[src/rtl/mux4_rr_arbiter.sv]
// mux4_rr_arbiter: round-robin owner of a shared 4:1 data mux.
// Grants one requester at a time, drives the mux select and forwards the
// owner's data to a single valid/ready downstream channel.
//
// Optional feature macro: MUX4_ARB_HOLD_LIMIT_EN
//   defined   -> a grant is released after HOLD_LIMIT accepted beats
//   undefined -> the owner keeps the grant until its request drops
//
// Handshake: a beat transfers on a rising clk edge when out_valid and
// out_ready are both high in the cycle before it; out_valid never depends
// on out_ready, and ack_s marks that transfer for the owning requester.

module mux4_rr_arbiter #(
    parameter int WIDTH      = 8,
    parameter int HOLD_LIMIT = 4
) (
    input  logic                 clk,
    input  logic                 rst,
    input  logic [3:0]           req_s,
    input  logic [4*WIDTH-1:0]   in_s,
    input  logic                 out_ready,
    output logic [3:0]           gnt_s,
    output logic [1:0]           sel_s,
    output logic [WIDTH-1:0]     out_s,
    output logic                 out_valid,
    output logic [3:0]           ack_s,
    output logic                 state_dbg
);

    typedef enum logic {
        IDLE  = 1'b0,
        GRANT = 1'b1
    } state_t;

    state_t     state;
    logic [1:0] ptr;

    logic       pick_found;
    logic [1:0] pick_idx;
    logic [1:0] cand;
    logic       beat;
    logic       release_now;

`ifdef MUX4_ARB_HOLD_LIMIT_EN
    localparam logic [7:0] HOLD_LIMIT_B = 8'(HOLD_LIMIT);
    logic [7:0] cnt;
    logic [7:0] cnt_inc;
`endif

    // Current FSM state for checkers: 1 while a requester owns the mux.
    assign state_dbg = (state == GRANT);

    // Data path: the registered select steers the shared mux.
    assign out_s     = in_s[sel_s*WIDTH +: WIDTH];
    assign out_valid = (state == GRANT) && req_s[sel_s];
    assign beat      = out_valid && out_ready;

    // Ack is one-hot on the owner, only in the cycle a beat transfers.
    always_comb begin
        ack_s        = 4'b0000;
        ack_s[sel_s] = beat;
    end

    // Round-robin pick: first set request scanning from ptr upward, mod 4.
    always_comb begin
        pick_found = 1'b0;
        pick_idx   = ptr;
        cand       = ptr;
        for (int k = 0; k < 4; k++) begin
            cand = ptr + 2'(k);
            if (!pick_found && req_s[cand]) begin
                pick_found = 1'b1;
                pick_idx   = cand;
            end
        end
    end

`ifdef MUX4_ARB_HOLD_LIMIT_EN
    // Release when the owner lets go, or when this beat reaches the limit.
    // Both at once still yields a single release.
    always_comb begin
        cnt_inc     = cnt + 8'd1;
        release_now = !req_s[sel_s] || (beat && (cnt_inc == HOLD_LIMIT_B));
    end
`else
    // Release only when the owner lets go; other requesters never preempt.
    always_comb begin
        release_now = !req_s[sel_s];
    end
`endif

    // Arbitration FSM with registered grant, select and priority pointer.
    always_ff @(posedge clk or posedge rst) begin
        if (rst) begin
            state <= IDLE;
            gnt_s <= 4'b0000;
            sel_s <= 2'd0;
            ptr   <= 2'd0;
`ifdef MUX4_ARB_HOLD_LIMIT_EN
            cnt   <= 8'd0;
`endif
        end else begin
            case (state)
                IDLE: begin
                    if (pick_found) begin
                        gnt_s <= 4'b0001 << pick_idx;
                        sel_s <= pick_idx;
                        state <= GRANT;
`ifdef MUX4_ARB_HOLD_LIMIT_EN
                        cnt   <= 8'd0;
`endif
                    end
                end
                GRANT: begin
                    if (release_now) begin
                        // sel_s keeps its value so out_s stays on the last owner.
                        gnt_s <= 4'b0000;
                        ptr   <= sel_s + 2'd1;
                        state <= IDLE;
                    end
`ifdef MUX4_ARB_HOLD_LIMIT_EN
                    else if (beat) begin
                        cnt <= cnt_inc;
                    end
`endif
                end
                default: begin
                    state <= IDLE;
                    gnt_s <= 4'b0000;
                end
            endcase
        end
    end

endmodule
[config.mk]
export PLATFORM = sky130hd
export DESIGN_NAME = mux4_rr_arbiter
export DESIGN_NICKNAME = d
export VERILOG_FILES = /design/src/rtl/mux4_rr_arbiter.sv
export SDC_FILE = /design/constraint.sdc
export NUM_CORES = 1
export LEC_CHECK = 0
export BUFFER_PORTS_ARGS = -buffer_cell sky130_fd_sc_hd__buf_4
export CAP_MARGIN = 20
export CORE_MARGIN = 4
export CORE_UTILIZATION = 39
export CTS_BUF_LIST = sky130_fd_sc_hd__clkbuf_8 sky130_fd_sc_hd__clkbuf_16
export CTS_CLUSTER_DIAMETER = 200
export CTS_CLUSTER_SIZE = 28
export DETAILED_ROUTE_END_ITERATION = 10
export PLACE_DENSITY = 0.79
export SLEW_MARGIN = 20
export SYNTH_ARGS = -nofsm -noshare
export SYNTH_HDL_FRONTEND = slang
export SYNTH_SLANG_ARGS = --single-unit
[constraint.sdc]
create_clock -name clk -period 1.82 [get_ports clk]
set_input_delay 0.364 -clock clk [delete_from_list [all_inputs] [get_ports clk]]
set_output_delay 0.364 -clock clk [all_outputs]
set_load 0.1 [all_outputs]
==> results of run 1 <==
## layout make-up
cell class                      count  area [um^2]  share of cell area [%]
Timing Repair Buffer               68          607                    41.2
Multi-Input combinational cell     51          533                    36.2
Sequential cell                     9          234                    15.9
Clock buffer                        3         41.3                    2.80
Tap cell                           25         31.3                    2.12
Inverter                            6         22.5                    1.53
Clock inverter                      1         5.00                   0.340
## per-stage QoR
step / hold WS, ns / TNS (ns) / cells / worst slack (ns)
6_report: 0.0969 / -2.66 / 163 / -0.267
5_1_grt: 0.113 / -3.55 / 163 / -0.302
4_1_cts: 0.0999 / -2.21 / 163 / -0.205
3_5_place_dp: 0.343 / -0.276 / 157 / -0.0667
3_3_place_gp: 0.339 / -0.185 / 157 / -0.0393
2_1_floorplan: 0.192 / -2.12 / 68 / -0.169
## cell usage in the layout (no fill, tap or decap)
cell type | netlist | final
sky130_fd_sc_hd__a32o_1 | 1 | 1
sky130_fd_sc_hd__mux2_2 | 2 | 2
sky130_fd_sc_hd__nand2b_4 | 0 | 1
sky130_fd_sc_hd__or2_1 | 1 | 1
sky130_fd_sc_hd__buf_4 | 0 | 54
sky130_fd_sc_hd__mux4_2 | 9 | 9
sky130_fd_sc_hd__clkinv_2 | 0 | 1
sky130_fd_sc_hd__inv_1 | 6 | 6
sky130_fd_sc_hd__and2_4 | 0 | 5
sky130_fd_sc_hd__dfrtp_2 | 0 | 1
sky130_fd_sc_hd__nor2_1 | 4 | 4
sky130_fd_sc_hd__a211o_1 | 1 | 1
sky130_fd_sc_hd__a21oi_1 | 1 | 1
sky130_fd_sc_hd__o21ai_0 | 4 | 4
sky130_fd_sc_hd__and3_4 | 0 | 1
sky130_fd_sc_hd__dfrtp_4 | 0 | 2
sky130_fd_sc_hd__nand2_1 | 3 | 3
sky130_fd_sc_hd__nor2b_1 | 2 | 2
sky130_fd_sc_hd__dfrtp_1 | 9 | 6
sky130_fd_sc_hd__and2_1 | 5 | 1
sky130_fd_sc_hd__clkbuf_8 | 0 | 3
sky130_fd_sc_hd__buf_12 | 0 | 5
sky130_fd_sc_hd__nor4_1 | 1 | 1
sky130_fd_sc_hd__nor3b_1 | 1 | 1
sky130_fd_sc_hd__o31ai_1 | 2 | 2
sky130_fd_sc_hd__ha_1 | 4 | 4
sky130_fd_sc_hd__buf_6 | 0 | 9
sky130_fd_sc_hd__a2111oi_1 | 0 | 1
sky130_fd_sc_hd__mux2_4 | 0 | 1
sky130_fd_sc_hd__nand2b_1 | 2 | 1
sky130_fd_sc_hd__a31o_1 | 1 | 1
sky130_fd_sc_hd__o211a_1 | 1 | 1
sky130_fd_sc_hd__a21boi_0 | 2 | 2
## how the worst max path moves through the flow
stage,endpoint,slack (ns),cells after the start
after floorplan,ack_s[0],-0.17,3
after global placement,ack_s[2],-0.04,5
after detailed placement,gnt_s[1],-0.07,6
after CTS,ack_s[1],-0.21,4
after global routing,ack_s[1],-0.30,4
final,ack_s[1],-0.27,4
## state kept, by name, summed over array words and instances, names as in the netlist
register	count
gnt_s	4
ptr	2
sel_s	2
state_dbg	1
## cells by family (layout without fill, tap and decap cells)
logic type / after synthesis / count (layout) / synth area share, %
adders and majority gates: 4 / 4 / 6.59
muxes: 12 / 12 / 31.1
and+or+nand+nor: 21 / 21 / 15.2
DFF: 9 / 9 / 29.7
AOI/OAI and AO/OA: 14 / 14 / 13.3
buffers and inverters: 8 / 78 / 4.12
## critical path, cell delays in order (launching register included)
cell and delay (ns):
sky130_fd_sc_hd__dfrtp_4 0.43, sky130_fd_sc_hd__mux4_2 0.54, sky130_fd_sc_hd__and3_4 0.21, sky130_fd_sc_hd__and2_4 0.15, sky130_fd_sc_hd__buf_12 0.16
## what timing repair did
item	4_1_cts	5_1_grt
setup buffers	2	0
pin swaps	0	0
resized for setup	27	3
endpoints found under the setup margin	14	18
## per-layer routing
layer	GRT usage, %	vias up	share of wire, %
li1	-	396	-
met1	33.3	437	37
met2	49.2	66	53
met3	4.58	3	9.6
met4	5.11	0	0.59
met5	0	-	0
==> metrics.txt, run 1 <==
# TYPE chip_impl_metric gauge
chip_impl_metric{name="global_route.usage.total",unit="%"} 26.9
chip_impl_metric{name="placed_area",unit="um^2"} 1300
chip_impl_metric{name="vias",unit=""} 902
chip_impl_metric{name="layout.core_utilization",unit="%"} 82.7
chip_impl_metric{name="detailedRoute.firstIterationViolations",unit=""} 21
chip_impl_metric{name="num_rows",unit=""} 15
chip_impl_info{name="critical_path_class",value="reg2out"} 1
chip_impl_metric{name="total_wire_length_after_detailed_routing",unit="mm"} 3.23
chip_impl_metric{name="worst_slew_margin_rel",unit="%"} 70.3
chip_impl_info{name="holdCritPathClass",value="in2async"} 1
chip_impl_metric{name="tritoncts.num_buffers",unit=""} 3
chip_impl_metric{name="reg2reg_depth",unit=""} 6
chip_impl_metric{name="clk_latency",unit="ns"} 0.23
chip_impl_metric{name="netlist.area_leader.share",unit="%"} 29.7
chip_impl_metric{name="antennaDiodeCount",unit=""} 0
chip_impl_metric{name="routed_wirelength_normalized_by_instance_count",unit="um"} 19.8
chip_impl_metric{name="die_w",unit="um"} 52.1
chip_impl_metric{name="critical_path_arrival",unit="ns"} 1.72
chip_impl_info{name="synthTopCellsByArea",value="sky130_fd_sc_hd__dfrtp_1, sky130_fd_sc_hd__mux4_2, sky130_fd_sc_hd__ha_1"} 1
chip_impl_metric{name="nNetsFinal",unit=""} 182
chip_impl_metric{name="period_needed",unit="ns"} 2.09
chip_impl_info{name="clockRootBuffer",value="sky130_fd_sc_hd__clkbuf_8"} 1
chip_impl_metric{name="critPathRequiredTime",unit="ns"} 1.46
chip_impl_metric{name="number_of_antenna_violations_at_the_first_check_in_global_routing",unit=""} 0
chip_impl_metric{name="pin_count_of_the_biggest_net_entering_global_routing",unit=""} 15
chip_impl_info{name="grt_setup_unrepaired",value="yes"} 1
chip_impl_metric{name="synth-edff-count",unit=""} 0
chip_impl_metric{name="via_per_inst",unit=""} 5.53
chip_impl_metric{name="grt_pass1_wl",unit="mm"} 5.22
chip_impl_metric{name="post-dp-hpwl",unit="mm"} 2.17
chip_impl_info{name="yosys_most_used_dff",value="sky130_fd_sc_hd__dfrtp_1"} 1
chip_impl_metric{name="first_global_vias",unit=""} 980
chip_impl_metric{name="stdcell_area",unit="um^2"} 1470
chip_impl_info{name="crit_start",value="sel_s[0]"} 1
chip_impl_metric{name="final_hold_violation_count",unit=""} 0
chip_impl_metric{name="drt_pass1_iterations",unit=""} 4
chip_impl_metric{name="finalWeightedCongestion",unit=""} 0.712
chip_impl_metric{name="cts_max_level",unit=""} 1
chip_impl_info{name="netlist_top_cells_count",value="sky130_fd_sc_hd__dfrtp_1, sky130_fd_sc_hd__mux4_2, sky130_fd_sc_hd__inv_1"} 1
chip_impl_metric{name="initial_utilization",unit="%"} 42.6
chip_impl_metric{name="fillers",unit=""} 108
chip_impl_metric{name="setup.reg_to_reg.worst_slack",unit="ns"} -0.18
chip_impl_metric{name="floorplan.io_pins",unit=""} 59
chip_impl_metric{name="final-setup-viol-count",unit=""} 16
chip_impl_metric{name="drt.antenna.violating_nets",unit=""} 0
chip_impl_info{name="cp-end-kind",value="primary output"} 1
chip_impl_metric{name="worst_slack",unit="ns"} -0.267
chip_impl_metric{name="synth.cell_area",unit="um^2"} 759
chip_impl_metric{name="grt.overflow.total",unit=""} 0
chip_impl_metric{name="yosysSeqAreaShare",unit="%"} 29.7
chip_impl_info{name="tritoncts_clock_tree",value="yes"} 1
chip_impl_metric{name="tightest_slew",unit="ns"} 0.445
chip_impl_metric{name="postSynth.asyncResetShare",unit="%"} 100
chip_impl_metric{name="synth.lib_cells_used.distinct",unit=""} 27
chip_impl_metric{name="clock_slew_at_the_register_clock_pins_of_the_worst_setup_and_hold_paths",unit="ns"} 0.05
chip_impl_metric{name="cp_max_fo",unit=""} 4
chip_impl_metric{name="ctsLongestPathBuffers",unit=""} 2
chip_impl_metric{name="die_h",unit="um"} 52.1
chip_impl_info{name="outcome",value="finished, violations left"} 1
chip_impl_metric{name="ctsHoldBuffers",unit=""} 0
chip_impl_metric{name="synth_seq_cells",unit=""} 9
chip_impl_metric{name="io_buffer_count",unit=""} 58
chip_impl_info{name="violations_in_the_final_reports",value="negative setup slack"} 1
chip_impl_metric{name="timing.final.max_slew_violations",unit=""} 0
chip_impl_metric{name="final.period_utilization",unit="%"} 115
chip_impl_metric{name="synthesis.area_per_instance",unit="um^2"} 11.2
chip_impl_info{name="r2r-start",value="sel_s[0]"} 1
chip_impl_info{name="critPathLaunchType",value="flop"} 1
chip_impl_metric{name="final.setup_skew",unit="ns"} 0.00406
chip_impl_info{name="synth_largest_area_cell",value="sky130_fd_sc_hd__dfrtp_1"} 1
chip_impl_metric{name="ys_warn_count",unit=""} 0
chip_impl_metric{name="max_freq",unit="MHz"} 479
chip_impl_metric{name="clock_sink_count",unit=""} 9
chip_impl_metric{name="drc_violations",unit=""} 0
chip_impl_metric{name="synthToLayoutAreaGrowth",unit="%"} 94.1
chip_impl_metric{name="core",unit="um^2"} 1780
chip_impl_metric{name="drive_above_1_share",unit="%"} 68.1
chip_impl_metric{name="synth_cells",unit=""} 68
chip_impl_metric{name="max_cap_viol_count",unit=""} 0
chip_impl_info{name="regToRegEndpoint",value="gnt_s[1]"} 1
chip_impl_metric{name="die-area",unit="um^2"} 2720
chip_impl_metric{name="syn_nets",unit=""} 111
Power of run 1 is not shown: default switching activity piles up to over one toggle a cycle in this logic, so the estimate is an artifact.
==> inputs of run 2 (changes only) <==
--- a/config.mk
+++ b/config.mk
@@ -5,15 +5,17 @@
 export SDC_FILE = /design/constraint.sdc
 export NUM_CORES = 1
 export LEC_CHECK = 0
+export ABC_AREA = 1
 export BUFFER_PORTS_ARGS = -buffer_cell sky130_fd_sc_hd__buf_4
 export CAP_MARGIN = 20
 export CORE_MARGIN = 4
-export CORE_UTILIZATION = 39
+export CORE_UTILIZATION = 45
 export CTS_BUF_LIST = sky130_fd_sc_hd__clkbuf_8 sky130_fd_sc_hd__clkbuf_16
 export CTS_CLUSTER_DIAMETER = 200
 export CTS_CLUSTER_SIZE = 28
 export DETAILED_ROUTE_END_ITERATION = 10
-export PLACE_DENSITY = 0.79
+export PLACE_DENSITY = 0.8
+export SETUP_SLACK_MARGIN = 0.1
 export SLEW_MARGIN = 20
 export SYNTH_ARGS = -nofsm -noshare
 export SYNTH_HDL_FRONTEND = slang
==> run 2 against run 1 <==
The run now fails in 5_1_grt; synthesized area is 46% higher; synthesized cell count grew to 2.9 times the previous value.
==> metrics.txt, run 2 <==
# TYPE chip_impl_metric gauge
chip_impl_metric{name="syn_nets",unit=""} 237
chip_impl_metric{name="io_buffer_count",unit=""} 58
chip_impl_metric{name="die_h",unit="um"} 57.7
chip_impl_info{name="clockRootBuffer",value="sky130_fd_sc_hd__clkbuf_8"} 1
chip_impl_metric{name="ys_warn_count",unit=""} 0
chip_impl_info{name="post-synth-top-count-cell",value="sky130_fd_sc_hd__nand2_1"} 1
chip_impl_metric{name="floorplan.io_pins",unit=""} 59
chip_impl_metric{name="cts_max_level",unit=""} 1
chip_impl_metric{name="synth_seq_cells",unit=""} 9
chip_impl_info{name="outcome",value="aborted with a tool error"} 1
chip_impl_info{name="worstEndpointGrtRepair",value="ack_s[2]"} 1
chip_impl_metric{name="synthesis.area_per_instance",unit="um^2"} 5.72
chip_impl_info{name="synthTopCellsByArea",value="sky130_fd_sc_hd__nand2_1, sky130_fd_sc_hd__dfrtp_1, sky130_fd_sc_hd__o21ai_0"} 1
chip_impl_metric{name="finalWeightedCongestion",unit=""} 0.850
chip_impl_metric{name="clock_sink_count",unit=""} 9
chip_impl_metric{name="synth_cells",unit=""} 194
chip_impl_info{name="synth_largest_area_cell",value="sky130_fd_sc_hd__nand2_1"} 1
chip_impl_metric{name="tritoncts.num_buffers",unit=""} 3
chip_impl_info{name="netlist_top_cells_count",value="sky130_fd_sc_hd__nand2_1, sky130_fd_sc_hd__nor2_1, sky130_fd_sc_hd__o21ai_0"} 1
chip_impl_metric{name="pin_count_of_the_biggest_net_entering_global_routing",unit=""} 21
chip_impl_metric{name="netlist.area_leader.share",unit="%"} 23.0
chip_impl_info{name="yosys_most_used_dff",value="sky130_fd_sc_hd__dfrtp_1"} 1
chip_impl_metric{name="die_w",unit="um"} 57.7
chip_impl_info{name="first_err",value="[ERROR DPL-0033] detailed placement checks failed during check placement."} 1
chip_impl_metric{name="ctsLongestPathBuffers",unit=""} 2
chip_impl_metric{name="initial_utilization",unit="%"} 48.8
chip_impl_metric{name="placed_area",unit="um^2"} 1750
chip_impl_metric{name="synth.lib_cells_used.distinct",unit=""} 23
chip_impl_metric{name="yosysSeqAreaShare",unit="%"} 20.3
chip_impl_info{name="flow.stopped_at",value="5_1_grt"} 1
chip_impl_metric{name="post-dp-hpwl",unit="mm"} 3.13
chip_impl_info{name="worst-ep-kind",value="primary output"} 1
chip_impl_metric{name="synth-edff-count",unit=""} 0
chip_impl_metric{name="synth.cell_area",unit="um^2"} 1110
chip_impl_metric{name="number_of_antenna_violations_at_the_first_check_in_global_routing",unit=""} 0
chip_impl_metric{name="postSynth.asyncResetShare",unit="%"} 100
chip_impl_metric{name="num_rows",unit=""} 17
chip_impl_metric{name="ctsHoldBuffers",unit=""} 0
run 2: through the flow:
stage	setup WS [ns]	cells
3_3_place_gp	0.0359	279
2_1_floorplan	-0.849	194
4_1_cts	-0.0748	287
3_5_place_dp	-0.0986	279
run 2: cell families after synthesis:
family	count (synthesis)	synth area share (%)
AND/OR/NAND/NOR	122	47.8
AO/OA/AOI/OAI	34	17.4
buffers and inverters	25	10.0
flip-flops	9	20.3
adder cells (fa/ha/maj)	4	4.51
run 2: repair_timing:
action / CTS
pin swaps: 5
gates resized for setup: 70
endpoints found under the setup margin: 19
setup buffers: 4
==> inputs of run 3 (changes only) <==
--- a/config.mk
+++ b/config.mk
@@ -9,13 +9,9 @@
 export BUFFER_PORTS_ARGS = -buffer_cell sky130_fd_sc_hd__buf_4
 export CAP_MARGIN = 20
 export CORE_MARGIN = 4
-export CORE_UTILIZATION = 45
-export CTS_BUF_LIST = sky130_fd_sc_hd__clkbuf_8 sky130_fd_sc_hd__clkbuf_16
-export CTS_CLUSTER_DIAMETER = 200
-export CTS_CLUSTER_SIZE = 28
+export CORE_UTILIZATION = 30
 export DETAILED_ROUTE_END_ITERATION = 10
-export PLACE_DENSITY = 0.8
-export SETUP_SLACK_MARGIN = 0.1
+export PLACE_DENSITY_LB_ADDON = 0.15
 export SLEW_MARGIN = 20
 export SYNTH_ARGS = -nofsm -noshare
 export SYNTH_HDL_FRONTEND = slang
==> run 3 against run 2 <==
The flow now finishes, with violations (negative setup slack); synthesized cell count unchanged; synthesized area is the same.
==> metrics.txt, run 3 <==
# TYPE chip_impl_metric gauge
chip_impl_info{name="outcome",value="finished, violations left"} 1
chip_impl_info{name="violations_in_the_final_reports",value="negative setup slack"} 1
chip_impl_metric{name="grt.met3_usage",unit="%"} 2.27
chip_impl_metric{name="total_wire_length_after_detailed_routing",unit="mm"} 3.87
chip_impl_metric{name="antennaDiodeCount",unit=""} 0
chip_impl_metric{name="via_per_inst",unit=""} 4.73
chip_impl_info{name="synth_largest_area_cell",value="sky130_fd_sc_hd__nand2_1"} 1
chip_impl_metric{name="synthesis.area_per_instance",unit="um^2"} 5.72
chip_impl_metric{name="period_needed",unit="ns"} 1.90
chip_impl_info{name="tritoncts_clock_tree",value="yes"} 1
chip_impl_info{name="critical_path_class",value="reg2out"} 1
chip_impl_metric{name="global_route.usage.total",unit="%"} 17.3
chip_impl_metric{name="stdcell_area",unit="um^2"} 2110
chip_impl_metric{name="critical_path_arrival",unit="ns"} 1.54
chip_impl_metric{name="nNetsFinal",unit=""} 309
chip_impl_metric{name="drt_pass1_iterations",unit=""} 4
chip_impl_metric{name="reg2reg_depth",unit=""} 11
chip_impl_metric{name="finalWeightedCongestion",unit=""} 0.781
chip_impl_metric{name="pin_count_of_the_biggest_net_entering_global_routing",unit=""} 20
chip_impl_metric{name="final.period_utilization",unit="%"} 105
chip_impl_metric{name="placed_area",unit="um^2"} 1850
chip_impl_metric{name="sequential_cell_area",unit="um^2"} 236
chip_impl_metric{name="fin_hold_ws",unit="ns"} 0.100
chip_impl_metric{name="synth_seq_cells",unit=""} 9
chip_impl_metric{name="yosys.area_share.simple",unit="%"} 47.8
chip_impl_metric{name="die_h",unit="um"} 68.8
chip_impl_metric{name="cts_max_level",unit=""} 1
chip_impl_metric{name="num_rows",unit=""} 21
chip_impl_metric{name="gr-usage-met1",unit="%"} 21.7
chip_impl_metric{name="layout.core_utilization",unit="%"} 61.3
chip_impl_info{name="synthTopCellsByArea",value="sky130_fd_sc_hd__nand2_1, sky130_fd_sc_hd__dfrtp_1, sky130_fd_sc_hd__o21ai_0"} 1
chip_impl_metric{name="vias",unit=""} 1470
chip_impl_info{name="holdCritPathClass",value="in2async"} 1
chip_impl_metric{name="global_route.usage.met2",unit="%"} 30.2
chip_impl_info{name="synth_top_family_by_area",value="simple AND/OR/NAND/NOR gates"} 1
chip_impl_metric{name="setup.reg_to_reg.worst_slack",unit="ns"} 0.14
chip_impl_metric{name="tritoncts.num_buffers",unit=""} 3
chip_impl_metric{name="post-dp-hpwl",unit="mm"} 2.91
chip_impl_metric{name="grt.overflow.total",unit=""} 0
chip_impl_metric{name="final-setup-viol-count",unit=""} 12
chip_impl_metric{name="critPathRequiredTime",unit="ns"} 1.46
chip_impl_info{name="top_regs",value="gnt_s: 4 flops, ptr: 2 flops, sel_s: 2 flops"} 1
chip_impl_metric{name="routed_wirelength_normalized_by_instance_count",unit="um"} 12.4
chip_impl_metric{name="synth_compound_area_share",unit="%"} 17.4
chip_impl_info{name="post-synth-top-count-cell",value="sky130_fd_sc_hd__nand2_1"} 1
chip_impl_info{name="r2r-start",value="ptr[0]"} 1
chip_impl_metric{name="adder_cell_share_of_the_synthesized_area",unit="%"} 4.51
chip_impl_metric{name="number_of_antenna_violations_at_the_first_check_in_global_routing",unit=""} 0
chip_impl_metric{name="drt.antenna.violating_nets",unit=""} 0
chip_impl_info{name="clockRootBuffer",value="sky130_fd_sc_hd__clkbuf_8"} 1
chip_impl_info{name="layout.cells.most_common",value="sky130_fd_sc_hd__nand2_1"} 1
chip_impl_metric{name="worst_slack",unit="ns"} -0.0824
chip_impl_metric{name="tightest_slew",unit="ns"} 0.363
chip_impl_metric{name="io_buffer_count",unit=""} 58
chip_impl_metric{name="multiInputGateArea",unit="um^2"} 972
chip_impl_info{name="critPathLaunchType",value="flop"} 1
chip_impl_info{name="yosys_most_used_dff",value="sky130_fd_sc_hd__dfrtp_1"} 1
chip_impl_metric{name="synth-edff-count",unit=""} 0
chip_impl_metric{name="worst_slew_margin_rel",unit="%"} 75.8
chip_impl_metric{name="finalNonFillerCells",unit=""} 311
chip_impl_metric{name="synthToLayoutAreaGrowth",unit="%"} 90.0
chip_impl_metric{name="initial_utilization",unit="%"} 32.2
chip_impl_metric{name="placed_cells",unit=""} 306
chip_impl_metric{name="clock_sink_count",unit=""} 9
chip_impl_metric{name="die_w",unit="um"} 68.8
chip_impl_info{name="cp-end-kind",value="primary output"} 1
chip_impl_metric{name="max_cap_viol_count",unit=""} 0
chip_impl_info{name="top_register",value="gnt_s"} 1
chip_impl_metric{name="detailedRoute.firstIterationViolations",unit=""} 31
chip_impl_metric{name="first_global_vias",unit=""} 1386
chip_impl_metric{name="postSynth.asyncResetShare",unit="%"} 100
chip_impl_metric{name="syn_nets",unit=""} 237
chip_impl_metric{name="max_freq",unit="MHz"} 526
chip_impl_metric{name="synth_xor_area_share",unit="%"} 0
chip_impl_metric{name="largest_register_ff_count",unit=""} 4
chip_impl_metric{name="timing.final.max_slew_violations",unit=""} 0
chip_impl_metric{name="final.setup_skew",unit="ns"} 0.00190
chip_impl_metric{name="grt_pass1_wl",unit="mm"} 6.22
chip_impl_metric{name="final_hold_violation_count",unit=""} 0
chip_impl_metric{name="fillers",unit=""} 342
chip_impl_info{name="grt_setup_unrepaired",value="yes"} 1
chip_impl_metric{name="clk_latency",unit="ns"} 0.23
chip_impl_metric{name="ys_warn_count",unit=""} 0
chip_impl_info{name="most-common-layout-cells",value="sky130_fd_sc_hd__nand2_1, sky130_fd_sc_hd__buf_4, sky130_fd_sc_hd__nand3_1, sky130_fd_sc_hd__nor2_1, sky130_fd_sc_hd__inv_1"} 1
chip_impl_metric{name="die-area",unit="um^2"} 4740
chip_impl_metric{name="synth.cell_area",unit="um^2"} 1110
chip_impl_metric{name="core",unit="um^2"} 3440
chip_impl_metric{name="cp_max_fo",unit=""} 9
chip_impl_metric{name="drive_above_1_share",unit="%"} 46.8
chip_impl_metric{name="synth_cells",unit=""} 194
chip_impl_info{name="netlist_top_cells_count",value="sky130_fd_sc_hd__nand2_1, sky130_fd_sc_hd__nor2_1, sky130_fd_sc_hd__o21ai_0"} 1
chip_impl_metric{name="floorplan.io_pins",unit=""} 59
chip_impl_metric{name="drc_violations",unit=""} 0
chip_impl_info{name="grt-busiest-layer",value="met2"} 1
chip_impl_info{name="regToRegEndpoint",value="sel_s[1]"} 1
chip_impl_metric{name="synth.lib_cells_used.distinct",unit=""} 23
chip_impl_metric{name="synth_mux_area_share",unit="%"} 0
chip_impl_metric{name="yosysSeqAreaShare",unit="%"} 20.3
chip_impl_metric{name="netlist.area_leader.share",unit="%"} 23.0
chip_impl_metric{name="clock_slew_at_the_register_clock_pins_of_the_worst_setup_and_hold_paths",unit="ns"} 0.05
chip_impl_metric{name="ctsLongestPathBuffers",unit=""} 2
## run 3: cell counts after synthesis
Identical to the previous run, type by type.
## run 3: timing repair
action,4_1_cts,5_1_grt
hold buffers,0,0
buffers inserted,0,1
gates resized for setup,57,13
pin swaps,3,5
endpoints found under the setup margin,13,19
## run 3: worst max-delay path by stage
| stage | start | end |
|---|---|---|
| after CTS | sel_s[0] | ack_s[0] |
| after detailed placement | sel_s[0] | ack_s[0] |
| after global placement | sel_s[0] | ack_s[0] |
| final | sel_s[0] | ack_s[2] |
| after global routing | sel_s[0] | ack_s[2] |
| after floorplan | sel_s[1] | ack_s[0] |
## run 3: worst max-delay path: stages (launching register included)
cell	delay, ns
sky130_fd_sc_hd__dfrtp_4	0.52
sky130_fd_sc_hd__o21ai_2	0.14
sky130_fd_sc_hd__nand2_2	0.10
sky130_fd_sc_hd__nor2_4	0.14
sky130_fd_sc_hd__nand2_4	0.10
sky130_fd_sc_hd__nor2_4	0.12
sky130_fd_sc_hd__buf_12	0.18
## run 3: area by class of cell
type | count | share of cell area [%]
clock buffers | 4 | 2.14
inverters | 18 | 3.56
multi-input cells | 160 | 46.1
flip-flops and latches | 9 | 11.2
well taps | 46 | 2.73
repair buffers | 74 | 34.2
## run 3: cells by family after synthesis
group	after synthesis
AO/OA/AOI/OAI	34
adder cells (fa/ha/maj)	4
flip-flops	9
buffers and inverters	25
AND/OR/NAND/NOR	122
## run 3: metal layers
layer / vias up / wire length [um]
met4: 0 / 79
met3: 9 / 267
met1: 646 / 1690
li1: 771 / -
met5: - / 0
met2: 44 / 1830
## run 3: through the flow
step                worst slack [ns]  setup TNS [ns]
floorplan                     -0.849           -5.98
global placement            -0.00223        -0.00223
detailed placement           -0.0322         -0.0601
CTS                          -0.0871          -0.423
global route                  -0.170           -1.37
finish                       -0.0824          -0.458
Power of run 3 is left out for the same reason.
==> inputs of run 4 (changes only) <==
--- a/config.mk
+++ b/config.mk
@@ -10,7 +10,9 @@
 export CAP_MARGIN = 20
 export CORE_MARGIN = 4
 export CORE_UTILIZATION = 30
+export CTS_BUF_LIST = sky130_fd_sc_hd__clkbuf_4
 export DETAILED_ROUTE_END_ITERATION = 10
+export MAX_ROUTING_LAYER = met4
 export PLACE_DENSITY_LB_ADDON = 0.15
 export SLEW_MARGIN = 20
 export SYNTH_ARGS = -nofsm -noshare
==> run 4 against run 3 <==
The flow still finishes with violations (negative setup slack); worst hold slack worse by 0.040 ns; global-route usage up 1.0 points; setup slack worse by 0.10 ns; die area unchanged; final area up 3.9%; critical endpoint is now ack_s[1].
==> metrics.txt, run 4 (synthesis gave the netlist of run 3 again) <==
# TYPE chip_impl_metric gauge
chip_impl_metric{name="detailedRoute.firstIterationViolations",unit=""} 41
chip_impl_metric{name="drt_pass1_iterations",unit=""} 4
chip_impl_metric{name="clock_slew_at_the_register_clock_pins_of_the_worst_setup_and_hold_paths",unit="ns"} 0.07
chip_impl_metric{name="grt.overflow.total",unit=""} 0
chip_impl_metric{name="drt.antenna.violating_nets",unit=""} 0
chip_impl_metric{name="antennaDiodeCount",unit=""} 0
chip_impl_info{name="critPathLaunchType",value="flop"} 1
chip_impl_metric{name="synthToLayoutAreaGrowth",unit="%"} 97.4
chip_impl_info{name="outcome",value="finished, violations left"} 1
chip_impl_metric{name="floorplan.io_pins",unit=""} 59
chip_impl_metric{name="worst_slew_margin_rel",unit="%"} 75.5
chip_impl_metric{name="via_per_inst",unit=""} 4.72
chip_impl_info{name="clockRootBuffer",value="sky130_fd_sc_hd__clkbuf_4"} 1
chip_impl_metric{name="ctsHoldBuffers",unit=""} 0
chip_impl_metric{name="total_wire_length_after_detailed_routing",unit="mm"} 3.94
chip_impl_info{name="timing.critical_path.max_delay_family",value="simple AND/OR/NAND/NOR gates"} 1
chip_impl_metric{name="critical_path.max_stage_delay",unit="ns"} 0.45
chip_impl_metric{name="io_buffer_count",unit=""} 58
chip_impl_info{name="critical_path_class",value="reg2out"} 1
chip_impl_metric{name="global_route.usage.total",unit="%"} 18.3
chip_impl_metric{name="placed_cells",unit=""} 306
chip_impl_metric{name="finalWeightedCongestion",unit=""} 0.792
chip_impl_info{name="cp-end-kind",value="primary output"} 1
chip_impl_metric{name="die-area",unit="um^2"} 4740
chip_impl_metric{name="initial_utilization",unit="%"} 32.2
chip_impl_metric{name="period_needed",unit="ns"} 2.01
chip_impl_info{name="path_common_cell",value="sky130_fd_sc_hd__nor2_4"} 1
chip_impl_metric{name="die_h",unit="um"} 68.8
chip_impl_metric{name="tightest_slew",unit="ns"} 0.367
chip_impl_metric{name="first_global_vias",unit=""} 1379
chip_impl_metric{name="dp_worst_setup_slack",unit="ns"} -0.0322
chip_impl_metric{name="cp_max_fo",unit=""} 6
chip_impl_metric{name="largest_register_ff_count",unit=""} 4
chip_impl_metric{name="clk_latency",unit="ns"} 0.27
chip_impl_info{name="holdCritPathClass",value="in2async"} 1
chip_impl_info{name="critical-path-slowest-cell",value="sky130_fd_sc_hd__dfrtp_4"} 1
chip_impl_info{name="tritoncts_clock_tree",value="yes"} 1
chip_impl_metric{name="timing.final.max_slew_violations",unit=""} 0
chip_impl_metric{name="die_w",unit="um"} 68.8
chip_impl_metric{name="grt_pass1_wl",unit="mm"} 6.36
chip_impl_metric{name="final.period_utilization",unit="%"} 110
chip_impl_metric{name="max_cap_viol_count",unit=""} 0
chip_impl_info{name="most-common-layout-cells",value="sky130_fd_sc_hd__nand2_1, sky130_fd_sc_hd__buf_4, sky130_fd_sc_hd__nor2_1"} 1
chip_impl_metric{name="finalNonFillerCells",unit=""} 317
chip_impl_metric{name="final-setup-viol-count",unit=""} 13
chip_impl_metric{name="worst_slack",unit="ns"} -0.186
chip_impl_metric{name="clock_sink_count",unit=""} 9
chip_impl_info{name="top_regs",value="gnt_s: 4 flops, ptr: 2 flops, sel_s: 2 flops"} 1
chip_impl_info{name="r2r-start",value="ptr[0]"} 1
chip_impl_metric{name="fillers",unit=""} 326
chip_impl_metric{name="nNetsFinal",unit=""} 315
chip_impl_metric{name="cp.buffers_inverters",unit=""} 2
chip_impl_info{name="grt_setup_unrepaired",value="yes"} 1
chip_impl_metric{name="reg2reg_depth",unit=""} 11
chip_impl_metric{name="pin_count_of_the_biggest_net_entering_global_routing",unit=""} 14
chip_impl_metric{name="tritoncts.num_buffers",unit=""} 3
chip_impl_metric{name="ctsLongestPathBuffers",unit=""} 2
chip_impl_metric{name="core",unit="um^2"} 3440
chip_impl_metric{name="final.setup_skew",unit="ns"} 0.00726
chip_impl_metric{name="drc_violations",unit=""} 0
chip_impl_metric{name="number_of_antenna_violations_at_the_first_check_in_global_routing",unit=""} 0
chip_impl_metric{name="setup.reg_to_reg.worst_slack",unit="ns"} 0.16
chip_impl_metric{name="max_freq",unit="MHz"} 498
chip_impl_metric{name="num_rows",unit=""} 21
chip_impl_metric{name="cts_max_level",unit=""} 1
chip_impl_info{name="top_register",value="gnt_s"} 1
chip_impl_metric{name="final_hold_violation_count",unit=""} 0
chip_impl_metric{name="routed_wirelength_normalized_by_instance_count",unit="um"} 12.4
chip_impl_metric{name="vias",unit=""} 1497
chip_impl_metric{name="critPathRequiredTime",unit="ns"} 1.46
chip_impl_metric{name="post-dp-hpwl",unit="mm"} 2.91
chip_impl_info{name="regToRegEndpoint",value="sel_s[1]"} 1
chip_impl_metric{name="critical_path_arrival",unit="ns"} 1.64
chip_impl_info{name="worstPathCellList",value="buf_6 > a21oi_2 > o21ai_1 > nand2_2 > nor2_4 > nand2_4 > nor2_4 > buf_12"} 1
chip_impl_info{name="violations_in_the_final_reports",value="negative setup slack"} 1
chip_impl_metric{name="drive_above_1_share",unit="%"} 48.7
run 4: cell count changes in the layout (fill, tap and decap cells not counted), sizes merged:
cell,change
clkinv,+1
inv,-1
buf,+6
run 4: layout make-up:
type,instances,area (um^2),area share [%]
tap,46,57.6,2.63
timing repair buffer,80,803,36.7
inverter,18,77.6,3.54
multi-input combinational,160,986,45.0
clock buffer,4,30.0,1.37
sequential,9,236,10.8
run 4: how the worst max path moves through the flow:
| stage | start | end | slack, ns | cells past startpoint |
|---|---|---|---|---|
| 3_5_place_dp | sel_s[0] | ack_s[0] | -0.03 | 6 |
| 5_1_grt | sel_s[0] | ack_s[0] | -0.28 | 8 |
| 2_1_floorplan | sel_s[1] | ack_s[0] | -0.85 | 7 |
| 6_report | sel_s[0] | ack_s[1] | -0.19 | 8 |
| 4_1_cts | sel_s[0] | ack_s[0] | -0.19 | 8 |
| 3_3_place_gp | sel_s[0] | ack_s[0] | -0.002 | 6 |
run 4: per-stage QoR:
step / instance area (um^2) / util [%] / setup TNS [ns] / hold slack (ns)
2_1_floorplan: 1310 / - / -5.98 / 0.192
3_3_place_gp: 1850 / 53.9 / -0.00223 / 0.359
3_5_place_dp: 1850 / 53.9 / -0.0601 / 0.369
4_1_cts: 2090 / 60.6 / -1.70 / 0.0689
5_1_grt: 2190 / 63.6 / -2.62 / 0.0842
6_report: 2190 / 63.6 / -1.67 / 0.0603
run 4: per-layer routing:
layer,routed length [um],track usage (%),part of all wire (%)
met5,0,-,0
met4,73,6.08,1.9
met3,227,1.62,5.8
met2,1820,31.2,46
met1,1820,22.8,46
run 4: what timing repair did:
| item | CTS | global route |
|---|---|---|
| gates cloned | 1 | 0 |
| buffers inserted | 2 | 4 |
| endpoints found under the setup margin | 13 | 19 |
| pin swaps | 4 | 9 |
| resized for setup | 58 | 21 |
Power of run 4 is left out for the same reason.
